## src/rtl/aclk_pkg.sv

```systemverilog
// ============================================================================
// Module   : aclk_pkg
// Brief    : Shared types and constants for the alarm clock controller and display.
// Revision : 1.0
// ============================================================================
`default_nettype none

package aclk_pkg;

  typedef enum logic [2:0] {
    SHOW_TIME        = 3'd0,
    SHOW_ALARM       = 3'd1,
    KEY_STORED       = 3'd2,
    KEY_WAIT         = 3'd3,
    KEY_ENTRY        = 3'd4,
    SET_ALARM_TIME   = 3'd5,
    SET_CURRENT_TIME = 3'd6
  } state_e;

  localparam logic [3:0] KEY_MAX_DIGIT = 4'd9;

  // Character codes used by the LCD display driver
  localparam logic [7:0] CHAR_BLANK = 8'h20;
  localparam logic [7:0] CHAR_ZERO  = 8'h30;
  localparam logic [7:0] CHAR_COLON = 8'h3A;
  localparam logic [7:0] CHAR_A     = 8'h41;

  function automatic logic key_pressed(input logic [3:0] key);
    return (key <= KEY_MAX_DIGIT);
  endfunction

endpackage

`default_nettype wire

```

## src/rtl/aclk_timeout_cnt.sv

```systemverilog
// ============================================================================
// Module   : aclk_timeout_cnt
// Brief    : Inactivity timer; flags the TIMEOUT_SEC-th tick since last clear.
// Revision : 1.0
// ============================================================================
`default_nettype none

module aclk_timeout_cnt #(
  parameter int TIMEOUT_SEC = 10,
  parameter int CNT_W       = 4
) (
  input  logic clk,
  input  logic reset,
  input  logic clr,
  input  logic tick,
  output logic expired
);

  localparam logic [CNT_W-1:0] LAST_COUNT = CNT_W'(TIMEOUT_SEC - 1);

  logic [CNT_W-1:0] cnt_q;
  logic [CNT_W-1:0] cnt_d;

  always_comb begin
    cnt_d = cnt_q;
    if (clr) begin
      cnt_d = '0;
    end else if (tick) begin
      cnt_d = cnt_q + CNT_W'(1);
    end
  end

  always_ff @(posedge clk or posedge reset) begin
    if (reset) begin
      cnt_q <= '0;
    end else begin
      cnt_q <= cnt_d;
    end
  end

  assign expired = tick & (cnt_q == LAST_COUNT);

endmodule

`default_nettype wire

```

## src/rtl/aclk_controller.sv

```systemverilog
// ============================================================================
// Module   : aclk_controller
// Brief    : Alarm clock main FSM; selects the display source and pulses loads.
// Revision : 1.0
// ============================================================================
`default_nettype none

module aclk_controller
  import aclk_pkg::*;
#(
  parameter int TIMEOUT_SEC = 10,
  parameter int CNT_W       = 4
) (
  input  logic       clk,
  input  logic       reset,
  input  logic       one_second,
  input  logic [3:0] Key,
  input  logic       Alarm_button,
  input  logic       Time_button,
  output logic       show_a,
  output logic       Show_new_time,
  output logic       Shift,
  output logic       Load_new_alarm,
  output logic       Load_new_c
);

  state_e state_q;
  state_e state_d;
  logic   pressed;
  logic   timer_clr;
  logic   timeout;

  assign pressed   = key_pressed(Key);
  // Only the two key-entry states let the inactivity timer run
  assign timer_clr = (state_q != KEY_WAIT) && (state_q != KEY_ENTRY);

  aclk_timeout_cnt #(
    .TIMEOUT_SEC (TIMEOUT_SEC),
    .CNT_W       (CNT_W)
  ) u_timeout (
    .clk     (clk),
    .reset   (reset),
    .clr     (timer_clr),
    .tick    (one_second),
    .expired (timeout)
  );

  always_comb begin
    state_d        = state_q;
    show_a         = 1'b0;
    Show_new_time  = 1'b0;
    Shift          = 1'b0;
    Load_new_alarm = 1'b0;
    Load_new_c     = 1'b0;
    case (state_q)
      SHOW_TIME: begin
        if (Alarm_button)  state_d = SHOW_ALARM;
        else if (pressed)  state_d = KEY_STORED;
      end
      SHOW_ALARM: begin
        show_a = 1'b1;
        if (!Alarm_button) state_d = SHOW_TIME;
      end
      KEY_STORED: begin
        Shift         = 1'b1;
        Show_new_time = 1'b1;
        state_d       = KEY_WAIT;
      end
      KEY_WAIT: begin
        Show_new_time = 1'b1;
        if (timeout)       state_d = SHOW_TIME;
        else if (!pressed) state_d = KEY_ENTRY;
      end
      KEY_ENTRY: begin
        Show_new_time = 1'b1;
        if (Alarm_button)     state_d = SET_ALARM_TIME;
        else if (Time_button) state_d = SET_CURRENT_TIME;
        else if (pressed)     state_d = KEY_STORED;
        else if (timeout)     state_d = SHOW_TIME;
      end
      SET_ALARM_TIME: begin
        Load_new_alarm = 1'b1;
        state_d        = SHOW_TIME;
      end
      SET_CURRENT_TIME: begin
        Load_new_c = 1'b1;
        state_d    = SHOW_TIME;
      end
      default: begin
        state_d = SHOW_TIME;
      end
    endcase
  end

  always_ff @(posedge clk or posedge reset) begin
    if (reset) begin
      state_q <= SHOW_TIME;
    end else begin
      state_q <= state_d;
    end
  end

endmodule

`default_nettype wire
```

## config.mk

```make
export PLATFORM = sky130hd
export DESIGN_NAME = aclk_controller
export DESIGN_NICKNAME = d
export VERILOG_FILES = /design/src/rtl/aclk_pkg.sv /design/src/rtl/aclk_timeout_cnt.sv /design/src/rtl/aclk_controller.sv
export SDC_FILE = /design/constraint.sdc
export NUM_CORES = 1
export LEC_CHECK = 0
export ABC_AREA = 1
export BUFFER_PORTS_ARGS = -buffer_cell sky130_fd_sc_hd__buf_2
export CAP_MARGIN = 15
export CORE_AREA = 2 2 39 41
export DETAILED_ROUTE_END_ITERATION = 7
export DIE_AREA = 0 0 41 43
export PLACE_DENSITY_LB_ADDON = 0.3
export SLEW_MARGIN = 20
export SYNTH_ARGS = -nofsm -noshare
export SYNTH_HDL_FRONTEND = slang
export SYNTH_SLANG_ARGS = --single-unit
export TNS_END_PERCENT = 20
```

## constraint.sdc

```tcl
create_clock -name clk -period 1.19 [get_ports clk]
set_input_delay 0.238 -clock clk [delete_from_list [all_inputs] [get_ports clk]]
set_output_delay 0.238 -clock clk [all_outputs]
set_load 0.02 [all_outputs]
```

======== After elaboration in Yosys (flattened, before gate mapping) ========
Index checks and enable logic that the tools add are counted.
W data, S select, Z words.
cells by class
  reduce and logical (&&, ||, !) cells .... 5
  $add $sub $neg .......................... 1
  shift operators ......................... 0
  divide/modulo/power cells ............... 0
  bitwise logic cells ..................... 1
  mux-type cells .......................... 17
  multipliers ............................. 0
  order comparisons ....................... 1
  equality and inequality tests ........... 13
operators with widths
  kind                   count
  $mux W3                9
  $pmux W3 S5            1
  $eq A3 B3 Y1 const B   3
  $ne A3 B3 Y1 const B   3
  $mux W4                2
  $eq A3 B2 Y1 const B   2
  $mux W1                5
  $ne A5 B5 Y1 const B   1
  $add A4 B1 Y4 const B  1
  $eq A4 B4 Y1 const B   1
  $le A4 B4 Y1 const B   1
  $reduce_and A4 Y1      1
  $eq A3 B1 Y1 const B   1
  $logic_not A3 Y1       1
  $ne A3 B2 Y1 const B   1
  $reduce_or A3 Y1       1
  $ne A2 B2 Y1 const B   1
  $reduce_bool A2 Y1     1
  $and A1 B1 Y1          1
  $logic_and A1 B1 Y1    1
storage, ports and cells
  RAM bits ................................ 0
  ROM bits ................................ 0
  flip-flop bits (word level) ............. 7
  memories ................................ 0
  latch bits .............................. 0
  word-level logic and storage cells ...... 40

======== Depth between registers and ports, before layout ========
  word-level depth ........................ 7
  depth in mapped cells ................... 8
  depth with buffers taken out ............ 8

======== Cells and area by module ========
Synthesis repeated with hierarchy kept, for this count alone.
unflattened totals
  cell total of the unflattened synthesis .. 78
  area, all modules ....................... 515.5 um^2
modules (own cells, without submodules)
  module            instances  cells each  area each (um^2)  seq. area each (um^2)
  aclk_controller   1          50          286.5             75.1
  aclk_timeout_cnt  1          28          229.0             100.1

======== Worst setup path after synthesis ========
No wires, ideal clock.
  path kind ............................... register to register
  start point ............................. register state_q[1]
  end point ............................... register state_q[1]
  required time ........................... 1.072 ns
  cell stages (with the launch flop) ...... 7
  clock period less this slack ............ 1.440 ns
  arrival ................................. 1.322 ns
  setup slack ............................. -0.250 ns
  cells stage by stage .................... dfrtp_1 > nor3_1 > nand2_1 > nand2_1 > inv_2 > nand3_1 > nand2_1
on the way
  longest elaborated chain between the ends .. 3
  elaborated cells between the ends (all ways) .. 11
  those cells by class .................... eq/ne (8); mux (1); reduce/logical (2)
RTL lines
  item                                                  line                   text
  start, declared                                       aclk_controller.sv:27  state_e state_q;
  start signal, assigned                                aclk_controller.sv:99  state_q <= state_d;
  $eq A3 B3 Y1, or another cell as far along            aclk_controller.sv:55  case (state_q)
  $ne A5 B5 Y1 (no line), or another cell as far along  n/a
  $reduce_and A4 Y1 (no line)                           n/a
Several ways; a longest one is shown, not always the timed one.
A chain may end at the register's enable or synchronous reset.

======== Final worst setup path ========
  start point ............................. register state_q[1]
  end point ............................... output show_a
on the way
  longest elaborated chain between the ends .. 2
RTL lines
  item           line                   text
  $eq A3 B1 Y1   aclk_controller.sv:55
  $mux W1        aclk_controller.sv:55
  end, declared  aclk_controller.sv:20  output logic show_a,
Every way passes these cells.

==> results.sh <==
export IMPL_instances_no_fill=116
export IMPL_gp_congestion=0.687
export IMPL_synthTopCellsByArea="dfrtp_1 (36%), nand2_1 (15%), inv_1 (9.9%)"
export IMPL_rows=14
export IMPL_place_hpwl_um=781
export IMPL_rsz0062_at_grt="yes"
export IMPL_fmax_mhz=717
export IMPL_synth_nets=83
export IMPL_track_usage=0.152
export IMPL_layout_setup_ws_ns=-0.204
export IMPL_seq_area_frac_synth=0.356
export IMPL_finalCritPeriodShare=1.17
export IMPL_fin_crit_ns=1.39
export IMPL_worstSetupPathType="reg -> out"
export IMPL_drt_wirelength_per_cell_um=8.97
export IMPL_final_cell_mix="nand2_1 (17), inv_1 (11), buf_4 (11), buf_2 (8), nor2_1 (7)"
export IMPL_pin_count=14
export IMPL_slew_limit_headroom=0.745
export IMPL_synth_top_area_share=0.356
export IMPL_viasPerCell=4.65
export IMPL_cts_tree="built"
export IMPL_crit_arrival_ns=1.16
export IMPL_cts_buffer_depth=2
export IMPL_cts_sinks=7
export IMPL_area_delta_synth_final_pct=55.0
export IMPL_design_area_um2=762
export IMPL_placed_area_um2=629
export IMPL_crit_path_end_kind="primary output"
export IMPL_cts_buffers=3
export IMPL_slew_violations=0
export IMPL_power_leakage_nw=0.432
export IMPL_fin_tns_setup_ns=-1.07
export IMPL_drv_cap=0
export IMPL_ys_types=17
export IMPL_dieWidth_um=41
export IMPL_syn_cell_area_um2=492
export IMPL_final_hold_viol_count=0
export IMPL_synth_warnings=0
export IMPL_worst_hold_path_type="in -> reg"
export IMPL_grt_ovfl_total=0
export IMPL_first_global_vias=520
export IMPL_die_height_um=43
export IMPL_ant_nets=0
export IMPL_drive_gt1_frac=0.420
export IMPL_p_per_area_mw_per_mm2=2230
export IMPL_port_buffers=12
export IMPL_drt_wl_total_mm=1.04
export IMPL_core_area_mm2=0.00138
export IMPL_ys_seq_elements=7
export IMPL_pre_cts_ws_ns=-0.0104
export IMPL_grt_max_degree=8
export IMPL_drt_iter0_drc=10
export IMPL_grt_pass1_wl_mm=1.88
export IMPL_final_common_cell="nand2_1"
export IMPL_status="finished, violations left"
export IMPL_nets=112
export IMPL_route_vias_total=539
export IMPL_final_core_util=0.551
export IMPL_clock_latency_ns=0.25
export IMPL_fin_skew_ns=0.00290
export IMPL_tightest_slew_ns=0.379
export IMPL_violations="setup timing"
export IMPL_crit_required_ns=0.95
export IMPL_antenna_found_initial=0
export IMPL_syn_instance_count=72
export IMPL_peakVddDrop_uv=1050
export IMPL_start_kind="flip-flop"
export IMPL_finalSetupViolCount=7
export IMPL_htree_levels=1
export IMPL_diodes=0
export IMPL_first_pass_iters=4
export IMPL_cts_root_buffer="clkbuf_4"
export IMPL_design_power_total_mw=1.70
export IMPL_yosys_area_top_type="dfrtp_1"
export IMPL_timing_hold_ws_ns=0.270
export IMPL_clk_pin_slew_ns=0.05
export IMPL_fillers=126
export IMPL_die_area_mm2=0.00176
export IMPL_initial_core_util=0.355
export IMPL_critical_path_max_fanout=4
export IMPL_dpl_cell_count=107
export IMPL_syn_avg_cell_area_um2=6.83
export IMPL_drc=0
==> critical path, stage by stage, from the launching register on <==
cell,delay (ns)
dfrtp_2,0.44
buf_6,0.14
nor3_4,0.18
buf_6,0.14
==> synth_stat cells <==
| library cell | instances |
|---|---|
| nand3_1 | 5 |
| o21ai_0 | 3 |
| nand4_1 | 3 |
| inv_1 | 13 |
| nor3_1 | 2 |
| nor2_1 | 7 |
| nand2_2 | 2 |
| nand2_1 | 19 |
| ha_1 | 2 |
| dfrtp_1 | 7 |
| xor2_1 | 1 |
| nor2_4 | 1 |
| inv_2 | 3 |
| nor2_2 | 1 |
| a31oi_1 | 1 |
| nor3_2 | 1 |
| mux2i_1 | 1 |
==> repair_timing <==
action	CTS	global route
endpoints found under the setup margin	8	12
endpoints found under the hold margin	7	0
resized for setup	13	4
hold buffers	1	0
pin swaps	2	0
setup buffers	3	1
==> final cells by class <==
class / instances / area (µm²) / area share
Multi-Input combinational cell: 49 / 293 / 0.384
Timing Repair Buffer: 24 / 186 / 0.245
Sequential cell: 7 / 176 / 0.232
Inverter: 16 / 60.1 / 0.0788
Clock buffer: 4 / 26.3 / 0.0345
Tap cell: 16 / 20.0 / 0.0263
==> state kept, by name (all words and copies together) (netlist names) <==
register and cells:
u_timeout.cnt_q 4, state_q 3
==> path summary, 6_finish.rpt <==
kind	start	end	slack, ns	cells after the start
worst max-delay path	state_q[1]	show_a	-0.20	3
worst min-delay path	Alarm_button	state_q[0]	0.27	3
worst max register to register	state_q[0]	state_q[1]	-0.11	9
worst min register to register	u_timeout.cnt_q[3]	u_timeout.cnt_q[3]	0.56	2
max in group asynchronous	reset	state_q[1]	0.52	3
min in group asynchronous	reset	state_q[0]	0.45	3
==> routing by layer <==
layer | wire, µm | global-route usage | vias to the layer above | share of wire
met1 | 428 | 0.161 | 249 | 0.41
met4 | 0 | 0 | 0 | 0
met3 | 48 | 0.0628 | 0 | 0.046
met5 | 0 | 0 | - | 0
met2 | 564 | 0.278 | 11 | 0.54
li1 | - | - | 279 | -
==> kinds of logic after synthesis <==
| group | after synthesis | synth area share |
|---|---|---|
| simple gates | 41 | 0.389 |
| buf+inv | 16 | 0.122 |
| flops | 7 | 0.356 |
| compound gates | 4 | 0.0433 |
| fa+ha+maj | 2 | 0.0509 |
| xor+xnor | 1 | 0.0178 |
| mux | 1 | 0.0204 |
==> power breakdown <==
part	switching (mW)	leakage (nW)	internal (mW)	total (mW)
Sequential	0.0817	0.0925	0.305	0.387
Combinational	0.567	0.324	0.531	1.10
Clock	0.0844	0.0150	0.128	0.212
Power figures use the tool's default switching activity.
